==> config.mk <==
export PLATFORM = sky130hd
export DESIGN_NAME = adc_spi_regbank_flat
export DESIGN_NICKNAME = d
export VERILOG_FILES = /design/src/rtl/adc_spi_regbank_if.sv /design/src/rtl/adc_spi_regbank.sv /design/src/flat_wrapper.sv
export SDC_FILE = /design/constraint.sdc
export NUM_CORES = 1
export LEC_CHECK = 0
export ABC_AREA = 1
export CAP_MARGIN = 40
export CORE_MARGIN = 2
export CORE_UTILIZATION = 50
export DETAILED_ROUTE_END_ITERATION = 6
export PLACE_DENSITY = 0.83
export SYNTH_ARGS = -nofsm -noshare
export SYNTH_HDL_FRONTEND = slang
export SYNTH_SLANG_ARGS = --single-unit
export TNS_END_PERCENT = 30
==> constraint.sdc <==
create_clock -name clk -period 3.94 [get_ports clk]
set_input_delay 0.788 -clock clk [delete_from_list [all_inputs] [get_ports clk]]
set_output_delay 0.788 -clock clk [all_outputs]
set_load 0.01 [all_outputs]
==> src/rtl/adc_spi_regbank_if.sv <==
// Host register bus for adc_spi_regbank: byte-enabled writes and strobed reads with a
// registered read-data return.
interface adc_spi_regbank_if #(
    parameter int unsigned ADDR_W = 16
);
    logic              wr_en;
    logic [3:0]        be;
    logic [ADDR_W-1:0] wr_addr;
    logic [31:0]       wdata;
    logic              rd_en;
    logic [ADDR_W-1:0] rd_addr;
    logic [31:0]       rdata;
    logic              rd_rdy;

    modport master (
        output wr_en, be, wr_addr, wdata, rd_en, rd_addr,
        input  rdata, rd_rdy
    );

    modport slave (
        input  wr_en, be, wr_addr, wdata, rd_en, rd_addr,
        output rdata, rd_rdy
    );
endinterface

==> src/rtl/adc_spi_regbank.sv <==
// ADC/SPI control register bank: CTRL fields, N-channel ADC capture, W1C status, maskable irq
// and an SPI command FIFO. Optional coherent ADC snapshot via ADC_SPI_REGBANK_SNAPSHOT_EN.
module adc_spi_regbank #(
    parameter int unsigned NCH        = 4,
    parameter int unsigned ADC_W      = 12,
    parameter int unsigned FIFO_DEPTH = 4,
    parameter int unsigned ADDR_W     = 16
) (
    input  logic                 clk,
    input  logic                 rstb,
    adc_spi_regbank_if.slave     bus,
    input  logic [NCH*ADC_W-1:0] adc_result,
    input  logic [NCH-1:0]       adc_valid,
    output logic [4:0]           adc_clk_dly,
    output logic                 is_10_bit,
    output logic [3:0]           out_cnt,
    output logic                 spi_d_rise_align,
    output logic [4:0]           spi_rw_len,
    output logic                 spi_cmd_valid,
    input  logic                 spi_cmd_ready,
    output logic                 spi_cmd_rd,
    output logic [31:0]          spi_cmd_data,
    input  logic                 spi_rsp_valid,
    input  logic [31:0]          spi_rsp_data,
    output logic                 irq
);
    localparam int unsigned PW = (FIFO_DEPTH > 1) ? $clog2(FIFO_DEPTH) : 1;
    localparam int unsigned LW = PW + 1;

    localparam logic [31:0] CtrlMask = 32'h1F01_F11F;
    localparam logic [31:0] StatMask = 32'h0003_0000 | ((32'h1 << NCH) - 32'h1);

    localparam logic [ADDR_W-1:0] AddrCtrl   = ADDR_W'(8'h00);
    localparam logic [ADDR_W-1:0] AddrSpiTx  = ADDR_W'(8'h04);
    localparam logic [ADDR_W-1:0] AddrSpiCmd = ADDR_W'(8'h08);
    localparam logic [ADDR_W-1:0] AddrStatus = ADDR_W'(8'h0C);
    localparam logic [ADDR_W-1:0] AddrMask   = ADDR_W'(8'h10);
    localparam logic [ADDR_W-1:0] AddrRdata  = ADDR_W'(8'h20);

    logic [31:0]      ctrl_q, ctrl_d;
    logic [31:0]      status_q, status_d;
    logic [31:0]      mask_q, mask_d;
    logic [31:0]      spi_rdata_q, spi_rdata_d;
    logic [ADC_W-1:0] adc_res_q [NCH];
    logic [ADC_W-1:0] adc_res_d [NCH];
`ifdef ADC_SPI_REGBANK_SNAPSHOT_EN
    logic [ADC_W-1:0] shadow_q [NCH];
    logic [ADC_W-1:0] shadow_d [NCH];
`endif
    logic [32:0]      mem_q [FIFO_DEPTH];
    logic [32:0]      mem_d [FIFO_DEPTH];
    logic [PW-1:0]    wr_ptr_q, wr_ptr_d;
    logic [PW-1:0]    rd_ptr_q, rd_ptr_d;
    logic [LW-1:0]    level_q, level_d;
    logic [31:0]      rdata_q, rdata_d;
    logic             rd_rdy_q, rd_rdy_d;
    logic             irq_q, irq_d;

    logic [31:0] be_mask;
    logic        wr_ctrl, wr_tx, wr_cmd, wr_status, wr_mask;
    logic        fifo_full, fifo_empty;
    logic        push_req, push, pop, ovf_evt;
    logic [32:0] push_data;
    logic [31:0] stat_set, stat_clr;
    logic [31:0] rd_word;
    logic        adc_hit;
    logic [3:0]  adc_idx;

    assign be_mask = {{8{bus.be[3]}}, {8{bus.be[2]}}, {8{bus.be[1]}}, {8{bus.be[0]}}};

    assign wr_ctrl   = bus.wr_en && (bus.wr_addr == AddrCtrl);
    assign wr_tx     = bus.wr_en && (bus.wr_addr == AddrSpiTx);
    assign wr_cmd    = bus.wr_en && (bus.wr_addr == AddrSpiCmd);
    assign wr_status = bus.wr_en && (bus.wr_addr == AddrStatus);
    assign wr_mask   = bus.wr_en && (bus.wr_addr == AddrMask);

    assign fifo_empty = (level_q == '0);
    assign fifo_full  = (level_q == LW'(FIFO_DEPTH));

    // Control, mask, status and capture registers
    always_comb begin
        ctrl_d = ctrl_q;
        if (wr_ctrl) begin
            ctrl_d = (ctrl_q & ~be_mask) | (bus.wdata & be_mask & CtrlMask);
        end

        mask_d = mask_q;
        if (wr_mask) begin
            mask_d = (mask_q & ~be_mask) | (bus.wdata & be_mask & StatMask);
        end

        for (int i = 0; i < NCH; i++) begin
            adc_res_d[i] = adc_res_q[i];
            if (adc_valid[i]) begin
                adc_res_d[i] = adc_result[i*ADC_W +: ADC_W];
                if (ctrl_q[8]) begin
                    adc_res_d[i][1:0] = 2'b00;
                end
            end
        end

        spi_rdata_d = spi_rsp_valid ? spi_rsp_data : spi_rdata_q;

        stat_set            = '0;
        stat_set[NCH-1:0]   = adc_valid;
        stat_set[16]        = spi_rsp_valid;
        stat_set[17]        = ovf_evt;
        stat_clr            = wr_status ? (bus.wdata & be_mask) : '0;
        // Set is applied after clear so a same-cycle event wins over W1C.
        status_d            = ((status_q & ~stat_clr) | stat_set) & StatMask;

        irq_d = |(status_q & mask_q);
    end

`ifdef ADC_SPI_REGBANK_SNAPSHOT_EN
    always_comb begin
        for (int i = 0; i < NCH; i++) begin
            shadow_d[i] = shadow_q[i];
            if (wr_ctrl && bus.be[3] && bus.wdata[31]) begin
                shadow_d[i] = adc_res_q[i];
            end
        end
    end
`endif

    // Command FIFO
    always_comb begin
        push_req  = (wr_tx && (bus.be == 4'hF)) || (wr_cmd && bus.be[0] && bus.wdata[1]);
        push_data = wr_tx ? {1'b0, bus.wdata} : {1'b1, 32'h0};
        pop       = !fifo_empty && spi_cmd_ready;
        push      = push_req && (!fifo_full || pop);
        ovf_evt   = push_req && fifo_full && !pop;

        mem_d = mem_q;
        if (push) begin
            mem_d[wr_ptr_q] = push_data;
        end

        wr_ptr_d = push ? wr_ptr_q + PW'(1) : wr_ptr_q;
        rd_ptr_d = pop ? rd_ptr_q + PW'(1) : rd_ptr_q;

        level_d = level_q;
        if (push && !pop) begin
            level_d = level_q + LW'(1);
        end else if (!push && pop) begin
            level_d = level_q - LW'(1);
        end
    end

    // Read mux, sampled into the registered return path
    always_comb begin
        adc_idx = bus.rd_addr[5:2];
        adc_hit = (bus.rd_addr[ADDR_W-1:6] == (ADDR_W-6)'(1)) && (bus.rd_addr[1:0] == 2'b00);
        rd_word = '0;
        if (bus.rd_addr == AddrCtrl) begin
            rd_word = ctrl_q;
        end else if (bus.rd_addr == AddrSpiCmd) begin
            rd_word = {30'b0, fifo_full, fifo_empty} | ((32'(level_q) << 8) & 32'h0000_1F00);
        end else if (bus.rd_addr == AddrStatus) begin
            rd_word = status_q;
        end else if (bus.rd_addr == AddrMask) begin
            rd_word = mask_q;
        end else if (bus.rd_addr == AddrRdata) begin
            rd_word = spi_rdata_q;
        end else if (adc_hit) begin
            for (int i = 0; i < NCH; i++) begin
                if (adc_idx == 4'(i)) begin
`ifdef ADC_SPI_REGBANK_SNAPSHOT_EN
                    rd_word = 32'(shadow_q[i]);
`else
                    rd_word = 32'(adc_res_q[i]);
`endif
                end
            end
        end

        rd_rdy_d = bus.rd_en;
        rdata_d  = bus.rd_en ? rd_word : '0;
    end

    always_ff @(posedge clk or negedge rstb) begin
        if (!rstb) begin
            ctrl_q      <= '0;
            status_q    <= '0;
            mask_q      <= '0;
            spi_rdata_q <= '0;
            wr_ptr_q    <= '0;
            rd_ptr_q    <= '0;
            level_q     <= '0;
            rdata_q     <= '0;
            rd_rdy_q    <= 1'b0;
            irq_q       <= 1'b0;
            for (int i = 0; i < NCH; i++) begin
                adc_res_q[i] <= '0;
`ifdef ADC_SPI_REGBANK_SNAPSHOT_EN
                shadow_q[i]  <= '0;
`endif
            end
            for (int i = 0; i < FIFO_DEPTH; i++) begin
                mem_q[i] <= '0;
            end
        end else begin
            ctrl_q      <= ctrl_d;
            status_q    <= status_d;
            mask_q      <= mask_d;
            spi_rdata_q <= spi_rdata_d;
            wr_ptr_q    <= wr_ptr_d;
            rd_ptr_q    <= rd_ptr_d;
            level_q     <= level_d;
            rdata_q     <= rdata_d;
            rd_rdy_q    <= rd_rdy_d;
            irq_q       <= irq_d;
            adc_res_q   <= adc_res_d;
`ifdef ADC_SPI_REGBANK_SNAPSHOT_EN
            shadow_q    <= shadow_d;
`endif
            mem_q       <= mem_d;
        end
    end

    assign adc_clk_dly      = ctrl_q[4:0];
    assign is_10_bit        = ctrl_q[8];
    assign out_cnt          = ctrl_q[15:12];
    assign spi_d_rise_align = ctrl_q[16];
    assign spi_rw_len       = ctrl_q[28:24];

    assign spi_cmd_valid = !fifo_empty;
    assign spi_cmd_rd    = mem_q[rd_ptr_q][32];
    assign spi_cmd_data  = mem_q[rd_ptr_q][31:0];

    assign bus.rdata  = rdata_q;
    assign bus.rd_rdy = rd_rdy_q;
    assign irq        = irq_q;
endmodule

==> src/flat_wrapper.sv <==
// flat-port wrapper written by rule: the top's interface ports become plain ports
module adc_spi_regbank_flat 
#(
    parameter int unsigned NCH        = 4,
    parameter int unsigned ADC_W      = 12,
    parameter int unsigned FIFO_DEPTH = 4,
    parameter int unsigned ADDR_W     = 16
)
  (clk, rstb, adc_result, adc_valid, adc_clk_dly, is_10_bit, out_cnt, spi_d_rise_align, spi_rw_len, spi_cmd_valid, spi_cmd_ready, spi_cmd_rd, spi_cmd_data, spi_rsp_valid, spi_rsp_data, irq, bus_wr_en, bus_be, bus_wr_addr, bus_wdata, bus_rd_en, bus_rd_addr, bus_rdata, bus_rd_rdy);
  adc_spi_regbank_if #(.ADDR_W(ADDR_W)) bus_i ();
  input  logic clk;
  input  logic rstb;
  input  logic [NCH*ADC_W-1:0] adc_result;
  input  logic [NCH-1:0] adc_valid;
  output logic [4:0] adc_clk_dly;
  output logic is_10_bit;
  output logic [3:0] out_cnt;
  output logic spi_d_rise_align;
  output logic [4:0] spi_rw_len;
  output logic spi_cmd_valid;
  input  logic spi_cmd_ready;
  output logic spi_cmd_rd;
  output logic [31:0] spi_cmd_data;
  input  logic spi_rsp_valid;
  input  logic [31:0] spi_rsp_data;
  output logic irq;
  input wire logic [$bits(bus_i.wr_en)-1:0] bus_wr_en;
  input wire logic [$bits(bus_i.be)-1:0] bus_be;
  input wire logic [$bits(bus_i.wr_addr)-1:0] bus_wr_addr;
  input wire logic [$bits(bus_i.wdata)-1:0] bus_wdata;
  input wire logic [$bits(bus_i.rd_en)-1:0] bus_rd_en;
  input wire logic [$bits(bus_i.rd_addr)-1:0] bus_rd_addr;
  output wire logic [$bits(bus_i.rdata)-1:0] bus_rdata;
  output wire logic [$bits(bus_i.rd_rdy)-1:0] bus_rd_rdy;
  assign bus_i.wr_en = bus_wr_en;
  assign bus_i.be = bus_be;
  assign bus_i.wr_addr = bus_wr_addr;
  assign bus_i.wdata = bus_wdata;
  assign bus_i.rd_en = bus_rd_en;
  assign bus_i.rd_addr = bus_rd_addr;
  assign bus_rdata = bus_i.rdata;
  assign bus_rd_rdy = bus_i.rd_rdy;
  adc_spi_regbank #(.NCH(NCH), .ADC_W(ADC_W), .FIFO_DEPTH(FIFO_DEPTH), .ADDR_W(ADDR_W)) u_core (.clk(clk), .rstb(rstb), .bus(bus_i), .adc_result(adc_result), .adc_valid(adc_valid), .adc_clk_dly(adc_clk_dly), .is_10_bit(is_10_bit), .out_cnt(out_cnt), .spi_d_rise_align(spi_d_rise_align), .spi_rw_len(spi_rw_len), .spi_cmd_valid(spi_cmd_valid), .spi_cmd_ready(spi_cmd_ready), .spi_cmd_rd(spi_cmd_rd), .spi_cmd_data(spi_cmd_data), .spi_rsp_valid(spi_rsp_valid), .spi_rsp_data(spi_rsp_data), .irq(irq));
endmodule
## After elaboration in Yosys (flattened, before gate mapping)

Index checks and enable logic that the tools add are counted.

- Word-level logic and storage cells: 106
- Register bits after elaboration: 323

- Bitwise operators: 13
- Equal/unequal tests: 14
- Add/sub/neg operators: 4
- Reduce and logical (&&, ||, !) cells: 29
- $lt $le $gt $ge: 3
- Multiplexer cells: 25

Operator list:

| operator | count |
|---|---|
| 32-bit 2-to-1 mux | 7 |
| 132-bit bitwise mux | 1 |
| 33-bit 2-to-1 mux | 4 |
| 33-bit binary-select mux with 2-bit select | 1 |
| 33-bit demux with 2-bit select | 1 |
| 32-bit bitwise AND | 2 |
| 16-bit by 4-bit == test with 1-bit output (second input constant) | 4 |
| 12-bit 2-to-1 mux | 4 |
| 18-bit by 32-bit bitwise AND with 32-bit output | 1 |
| 16-bit by 5-bit == test with 1-bit output (second input constant) | 2 |
| 16-bit zero test | 2 |
| 32-bit NOT | 1 |
| 32-bit by 18-bit bitwise OR with 32-bit output | 1 |
| 32-bit by 29-bit bitwise OR with 32-bit output | 1 |
| 32-bit OR reduction | 1 |
| 29-bit bitwise AND | 1 |
| 18-bit bitwise AND | 1 |
| 18-bit 2-to-1 mux | 1 |
| 18-bit NOT | 1 |
| 18-bit bitwise OR | 1 |
| 16-bit by 3-bit == test with 1-bit output (second input constant) | 1 |
| 16-bit by 6-bit == test with 1-bit output (second input constant) | 1 |
| 1-bit logical AND | 16 |
| 2-bit by 11-bit bitwise OR with 11-bit output | 1 |
| 19 further kinds | 31 |

## Depth between registers and ports, before layout

Gate-level depths: netlist of run 1.

- Word-level depth: 12
- Depth in mapped cells: 14
- Gate-level depth less buffers: 13

## Worst setup path after synthesis of run 1

Ideal clock, no wire load.

- Path kind: input-to-reg
- Start: input bus_wr_addr[7]
- End: register u_core.level_q[2]
- Data arrival time: 2.747 ns
- Path buffers: 1
- Path slack: 1.062 ns
- Cell stages on the path: 14
- Path through: nor2_2 nand4_2 nor2_2 nand4_1 nand2_1 nand2_1 inv_1 buf_2 ha_1 inv_1 fa_1 a21oi_1 o21ai_0 xor2_1

- Cells in the longest elaborated chain, start to end: 9

Ends and longest elaborated chain:

| what | line | RTL |
|---|---|---|
| start, declared | flat_wrapper.sv:29 | `input wire logic [$bits(bus_i.wr_addr)-1:0] bus_wr_addr;` |
| 16-bit by 4-bit == test with 1-bit output | adc_spi_regbank.sv:73 | `assign wr_cmd = bus.wr_en && (bus.wr_addr == AddrSpiCmd);` |
| 1-bit logical AND | adc_spi_regbank.sv:73 |  |
| 1-bit logical AND (2 in a row) | adc_spi_regbank.sv:128 | `push_req = (wr_tx && (bus.be == 4'hF)) \|\| (wr_cmd && bus.be[0] && bus.wdata[1]);` |
| 1-bit logical OR * | adc_spi_regbank.sv:128 |  |
| 1-bit logical AND * | adc_spi_regbank.sv:131 | `push = push_req && (!fifo_full \|\| pop);` |
| via u_core.push | adc_spi_regbank.sv:62 | `logic push_req, push, pop, ovf_evt;` |
| 1-bit zero test | adc_spi_regbank.sv:145 | `end else if (!push && pop) begin` |
| 1-bit logical AND | adc_spi_regbank.sv:145 |  |
| 2-bit nonzero test (no source line) | n/a |  |
| end signal, assigned | adc_spi_regbank.sv:209 | `level_q <= level_d;` |
| end, declared | adc_spi_regbank.sv:54 | `logic [LW-1:0] level_q, level_d;` |

The timed path passes the listed nets; every way through them passes the cells marked *.
A chain may end at the register's enable or synchronous reset.

## Final worst setup path of run 1

- Start: register u_core.rd_ptr_q[0]
- End: output spi_cmd_data[12]

- Cells in the longest elaborated chain, start to end: 4

Ends and longest elaborated chain:

| what | line | RTL |
|---|---|---|
| start, declared | adc_spi_regbank.sv:53 | `logic [PW-1:0] rd_ptr_q, rd_ptr_d;` |
| start signal, assigned | adc_spi_regbank.sv:208 | `rd_ptr_q <= rd_ptr_d;` |
| 2-bit NOT with 3-bit output (not written as such) | adc_spi_regbank.sv:229 | `assign spi_cmd_data = mem_q[rd_ptr_q][31:0];` |
| 33-bit binary-select mux with 2-bit select | adc_spi_regbank.sv:229 |  |
| 33-bit 2-to-1 mux (2 in a row) | n/a |  |
| end, declared | flat_wrapper.sv:23 | `output logic [31:0] spi_cmd_data;` |

No other way between the ends. The select of a mux whose other input is x is not followed.

==> reports/qor.yml, run 1 <==
grt:
  grt_pass1_vias: 13700
  grt_start_max_net_pins: 111
  grt-ovfl-total: 0
  grt_pass1_wl_um: 72420
  track_usage: 0.2882
  antenna_found_initial: 3
die:
  dieArea_mm2: 0.03198
  num_io_pins: 242
  num_rows: 64
  core-area_mm2: 0.03035
  initial_utilization: 0.5036
  dieHeight_um: 178.8
  die_w_um: 178.8
cells_and_area:
  final_nets: 2241
  regArea_mm2: 0.008083
  postLayoutCoreUtil: 0.6328
  drive_gt1_frac: 0.07085
  area_growth_pct: 25.64
  multi_input_area_mm2: 0.005956
  nFillCells: 2445
setup_path:
  cpMaxStageDelayCell: "clkdlybuf4s50_1"
  endpoint_kind: "output port"
  crit_buf_inv: 2
  r2r_end: "u_core.level_q[1]$_DFFE_PN0P_"
  crit_path_start_kind: "flip-flop"
  cpLargestDelayFamily: "buffers and inverters"
  path_class: "flip-flop to output port"
  regToRegStartpoint: "u_core.level_q[0]$_DFFE_PN0P_"
  slowest_delay_ns: 0.62
  arrival_ns: 2.66
  rrSetupSlack_ns: 1.12
  cp_cell_sequence: "buf_4 -> o21ai_0 -> o22ai_1 -> clkdlybuf4s50_1"
  crit_required_ns: 3.15
  crit_fanout: 66
  rr_worst_depth: 10
synthesis:
  synth_seq_area_share: 0.5288
  syn-num-nets: 2046
  ys_ff_latch: 323
  syn-instance-count: 1882
  synth_area_mm2: 0.01528
  yosysWarnings: 0
  syn_area_per_cell_um2: 8.121
  yosys.cell_types.count: 36
placed_design:
  routabilityCongestion: 0.9111
  io_buffers: 241
  place_hpwl_um: 30960
clocking:
  cts_buffers: 36
  clock_path_buffers: 3
  cts_tree: "built"
  hold_buffers: 0
  clk_latency_ns: 0.52
  cts_sinks: 323
  path_clk_slew_ns: 0.06
  cts_root_buf: "clkbuf_16"
  cts_setup_buffers: 0
  htree_levels: 2
  ctsResizeCount: 0
routing:
  drc: 0
  wl_per_cell_um: 18.29
  dr.pass1.iters: 5
  vias: 14220
  detail-route-antenna-nets: 0
  vias_per_cell: 5.685
  routed_wl_um: 45760
  drt-initial-drc-count: 1551
sta:
  timing.final.crit_share: 0.8751
  setup_tns_ns: 0
  fmax_ghz: 0.2900
  finalHoldViolCount: 0
  layout_min_cycle_time_ns: 3.448
  tightest_slew_ns: 0.9073
  setup_viol: 0
  maxSlewViolCount: 0
  clock_skew_ns: 0.02561
  hold_slack_ns: 0.3533
  rsz0062_at_grt: "no"
  relSlewSlack: 0.3951
pwr:
  total_power_mw: 9.036
  peakVddDrop_v: 0.0003466
  power_density_mw_per_mm2: 470.5
  p_leak_nw: 9.564
status:
  outcome: "finished, final reports clean"
min_path:
  hp-class: "input pin to asynchronous set/reset pin"
flow_run:
  cap_violations: 0
## layer usage
metal | vias up | share of wire | global-route usage
li1 | 6498 | - | -
met2 | 795 | 0.47 | 0.4590
met1 | 6791 | 0.40 | 0.3928
met5 | - | 0 | 0
met3 | 139 | 0.096 | 0.05110
met4 | 0 | 0.039 | 0.1148
## cells in the mapped netlist (all sizes together)
library cell,number,area [um2]
fa,1,20.02
nand3b,8,60.06
o22ai,32,200.2
o21ai,149,757.0
nand4,107,675.7
nand2,504,1892
nor2,230,895.8
a21oi,21,105.1
clkinv,1,3.750
mux2,30,337.8
o211ai,9,67.56
ha,5,62.56
buf,53,302.8
clkbuf,72,270.3
o221ai,9,78.83
a21o,1,7.510
xor2,3,26.28
and3,1,6.260
nor3,3,15.01
a22o,1,8.760
xnor2,1,8.760
inv,179,671.9
nor3b,1,7.510
nand3,136,705.7
a221oi,1,8.760
or2,1,6.260
dfrtp,323,8083
## flip-flops by register name (all words and copies together), names as in the netlist, named ones only
name                flops
u_core.irq              1
u_core.adc_res_q       48
u_core.wr_ptr_q         2
u_core.ctrl_q          16
u_core.status_q         6
u_core.mask_q          26
u_core.bus.rd_rdy       1
u_core.level_q          3
u_core.mem_q          132
u_core.bus.rdata       32
u_core.rd_ptr_q         2
u_core.spi_rdata_q     32
## logic make-up after synthesis
family,after synthesis,share of synthesized area
buf+inv,305,0.08170
simple gates,991,0.2790
xor+xnor,4,0.002292
mux,30,0.02210
fa+ha+maj,6,0.005403
flops,323,0.5288
compound gates,223,0.08071
## report_power, final
part | leakage (nW) | internal (mW) | switching (mW)
combinational | 4.89 | 0.920 | 1.25
clock | 0.594 | 2.01 | 1.35
sequential | 4.08 | 3.42 | 0.0743
total | 9.56 | 6.35 | 2.68
## worst register-to-register path, delay by kind of cell, from the launching register on
kind | cells | cell delay, ns
adders and majority gates | 2 | 0.61
buffers and inverters | 3 | 0.39
and+or+nand+nor | 4 | 0.99
DFF | 1 | 0.45
muxes | 1 | 0.26
## cell usage in the layout (no fill, tap or decap), drive strengths merged
master / count
and3: 1
a21o: 1
nor3b: 1
dfrtp: 323
nor3: 3
nor2: 230
nand3b: 8
bufinv: 2
mux2: 30
ha: 5
xor2: 3
diode: 3
clkdlybuf4s50: 239
a21oi: 21
o21ai: 149
o211ai: 9
nand3: 136
nand4: 107
fa: 1
nand2: 504
inv: 182
o22ai: 32
clkbuf: 51
a221oi: 1
o221ai: 9
or2: 1
xnor2: 1
a22o: 1
clkinv: 9
buf: 43
## worst max path at each step
stage / start / end / depth (start not counted)
after floorplan: bus_wr_addr[7] / u_core.level_q[2]$_DFFE_PN0P_ / 14
after global placement: bus_wr_en / u_core.level_q[2]$_DFFE_PN0P_ / 13
after detailed placement: bus_wr_en / u_core.level_q[2]$_DFFE_PN0P_ / 13
after CTS: u_core.rd_ptr_q[0]$_DFFE_PN0N_ / spi_cmd_data[8] / 4
after global routing: u_core.rd_ptr_q[0]$_DFFE_PN0N_ / spi_cmd_data[1] / 4
final: u_core.rd_ptr_q[0]$_DFFE_PN0N_ / spi_cmd_data[12] / 4
## cell type report
type / count / area share
flip-flops and latches: 323 / 0.4209
multi-input cells: 1254 / 0.3101
repair buffers: 282 / 0.1457
clock buffers: 51 / 0.05512
inverters: 180 / 0.03518
well taps: 396 / 0.02580
clock inverters: 13 / 0.006776
diodes: 3 / 0.0003909
## stage by stage
| step | worst slack (ns) | cell area [um2] | instances |
|---|---|---|---|
| floorplan | 1.062 | 15280 | 1882 |
| global placement | 0.6481 | 17980 | 2433 |
| detailed placement | 0.5838 | 18010 | 2435 |
| CTS | 0.5698 | 19200 | 2499 |
| global route | 0.4197 | 19200 | 2502 |
| finish | 0.4923 | 19200 | 2502 |
No activity file was read; power rests on OpenSTA's default activity.
==> run 2, diff against run 1 <==
--- a/config.mk
+++ b/config.mk
@@ -9,6 +9,7 @@
 export CAP_MARGIN = 40
 export CORE_MARGIN = 2
 export CORE_UTILIZATION = 50
+export CTS_CLUSTER_SIZE = 25
 export DETAILED_ROUTE_END_ITERATION = 6
 export PLACE_DENSITY = 0.83
 export SYNTH_ARGS = -nofsm -noshare
==> results of run 2 <==
Same layout as run 1: the final DEF is identical, and so are final timing and power.
==> run 3, diff against run 2 <==
--- a/config.mk
+++ b/config.mk
@@ -8,10 +8,10 @@
 export ABC_AREA = 1
 export CAP_MARGIN = 40
 export CORE_MARGIN = 2
-export CORE_UTILIZATION = 50
+export CORE_UTILIZATION = 58
 export CTS_CLUSTER_SIZE = 25
 export DETAILED_ROUTE_END_ITERATION = 6
-export PLACE_DENSITY = 0.83
+export PLACE_DENSITY = 0.93
 export SYNTH_ARGS = -nofsm -noshare
 export SYNTH_HDL_FRONTEND = slang
 export SYNTH_SLANG_ARGS = --single-unit
==> constraint.sdc (replaced) <==
create_clock -name clk -period 4.23 [get_ports clk]
set_input_delay 0.846 -clock clk [delete_from_list [all_inputs] [get_ports clk]]
set_output_delay 0.846 -clock clk [all_outputs]
set_load 0.01 [all_outputs]
==> run 3 against run 2 <==
  * Non-clock buffer count shrank 4
  * Critical endpoint is now spi_cmd_data[1]
  * Clock skew shrank 0.0098 ns
  * Combinational power down 6%
  * Largest cell class unchanged
  * First-iteration DRC count grew 33%
  * Register-to-register slack better by 0.40 ns
  * Critical path depth up 1
  * Global-route usage increased by 5.1 points
  * Sequential share of layout area grew 0.43 points
  * Cell area decreased by 1.0%
  * Sequential power decreased by 7.1%
  * Core utilization rose by 9.9 points
==> reports/qor.yml, run 3 (synthesis results as in run 1) <==
setup_path:
  arrival_ns: 2.73
  crit_path_start_kind: "flip-flop"
  crit_buf_inv: 3
  path_class: "flip-flop to output port"
  cp-startpoint: "u_core.rd_ptr_q[0]$_DFFE_PN0N_"
  cpLargestDelayFamily: "buffers and inverters"
  crit_fanout: 18
  cpMaxStageDelayCell: "clkdlybuf4s50_1"
  cp_cell_sequence: "inv_1 -> buf_4 -> o21ai_0 -> o22ai_1 -> clkdlybuf4s50_1"
  endpoint_kind: "output port"
  regToRegStartpoint: "u_core.level_q[0]$_DFFE_PN0P_"
  crit_required_ns: 3.38
  slowest_delay_ns: 0.63
clocking:
  clock_path_buffers: 3
  cts_sinks: 323
  cts_root_buf: "clkbuf_16"
  path_clk_slew_ns: 0.06
  cts_buffers: 34
  hold_buffers: 0
  ctsResizeCount: 0
  htree_levels: 2
  cts_tree: "built"
  clk_latency_ns: 0.51
  cts_setup_buffers: 0
status:
  outcome: "finished, final reports clean"
routing:
  detail-route-antenna-nets: 0
  routed_wl_um: 47020
  wl_per_cell_um: 19.32
  vias: 14770
  vias_per_cell: 6.066
  drt-initial-drc-count: 2059
  dr.pass1.iters: 6
  drc: 0
cells_and_area:
  area_growth_pct: 24.35
  final_nets: 2235
  drive_gt1_frac: 0.06778
  finalNonFillerCells: 2434
  mostFrequentLayoutCell: "nand2_1"
  postLayoutCoreUtil: 0.7315
  top_register: "u_core.mem_q"
  top_regs: "u_core.mem_q x132, u_core.adc_res_q x48"
  design_area_mm2: 0.01901
  largest_reg_flops: 132
  final_cell_mix: "503 x nand2_1, 323 x dfrtp_1, 240 x clkdlybuf4s50_1"
sta:
  timing.final.crit_share: 0.8462
  clock_skew_ns: 0.01582
  relSlewSlack: 0.3532
  layout_min_cycle_time_ns: 3.580
  setup_viol: 0
  finalHoldViolCount: 0
  rsz0062_at_grt: "no"
  fmax_ghz: 0.2794
  maxSlewViolCount: 0
  setup_tns_ns: 0
  tightest_slew_ns: 0.9703
die:
  dieArea_mm2: 0.02767
  dieHeight_um: 166.3
  die_w_um: 166.3
  initial_utilization: 0.5882
  num_io_pins: 242
  num_rows: 59
  core-area_mm2: 0.02598
pwr:
  power_density_mw_per_mm2: 438.4
  p_leak_nw: 9.492
  peakVddDrop_v: 0.0003910
grt:
  grt_start_max_net_pins: 108
  antenna_found_initial: 3
  grt_pass1_wl_um: 75800
  track_usage: 0.3392
  grt_pass1_vias: 14740
  grt-ovfl-total: 0
placed_design:
  routabilityCongestion: 0.9148
  dp_cells: 2370
  io_buffers: 241
  dpl_cell_area_mm2: 0.01786
  place_hpwl_um: 30880
flow_run:
  cap_violations: 0
min_path:
  hp-class: "input pin to asynchronous set/reset pin"
## run 3: through the flow
| step | total power [mW] | setup WS, ns | hold WS (ns) |
|---|---|---|---|
| 2_1_floorplan | 4.257 | 1.294 | 0.4366 |
| 4_1_cts | 8.299 | 0.6819 | 0.4110 |
| 3_3_place_gp | 5.231 | 0.9305 | 0.4482 |
| 3_5_place_dp | 5.270 | 0.8707 | 0.4536 |
| 5_1_grt | 8.600 | 0.5943 | 0.4305 |
| 6_report | 8.333 | 0.6504 | 0.3418 |
## run 3: power breakdown
group	leakage [nW]	switching [mW]	total, mW	internal (mW)
registers	4.08	0.0637	3.25	3.19
logic	4.85	1.18	2.04	0.859
clock network	0.562	1.24	3.04	1.80
## run 3: worst reg2reg max path, cell delays in order (launching register included)
cell and delay [ns]:
dfrtp_1 0.45, nor3_1 0.31, inv_1 0.18, nand2_1 0.20, nand2_2 0.23, nand2_1 0.17
inv_1 0.08, ha_1 0.20, inv_1 0.10, fa_1 0.42, mux2_2 0.27
## run 3: area by class of cell
class / count / area (um2)
Clock buffer: 49 / 1018
Antenna cell: 4 / 10.01
Fill cell: 1757 / 6978
Tap cell: 335 / 419.2
Timing Repair Buffer: 278 / 2728
Inverter: 180 / 675.6
Multi-Input combinational cell: 1254 / 5958
Clock inverter: 11 / 115.1
Sequential cell: 323 / 8083
## run 3: metal layers
| metal | GRT usage | vias up | routed length, um |
|---|---|---|---|
| met4 | 0.1593 | 0 | 2468 |
| met1 | 0.4505 | 7027 | 17670 |
| met5 | 0 | - | 0 |
| li1 | - | 6473 | - |
| met2 | 0.5461 | 1057 | 21990 |
| met3 | 0.06292 | 208 | 4894 |
## run 3: worst paths after layout
path                            slack [ns]  cells after the start                               end
worst min-delay path                  0.34                      1  u_core.adc_res_q[19]$_DFFE_PN0P_
worst min register to register        0.47                      2      u_core.mem_q[53]$_DFFE_PN0P_
max in group asynchronous             2.78                      2     u_core.mem_q[102]$_DFFE_PN0P_
min in group clk                      0.47                      2      u_core.mem_q[53]$_DFFE_PN0P_
worst max-delay path                  0.65                      5                   spi_cmd_data[1]
worst max register to register        1.52                     10     u_core.level_q[1]$_DFFE_PN0P_
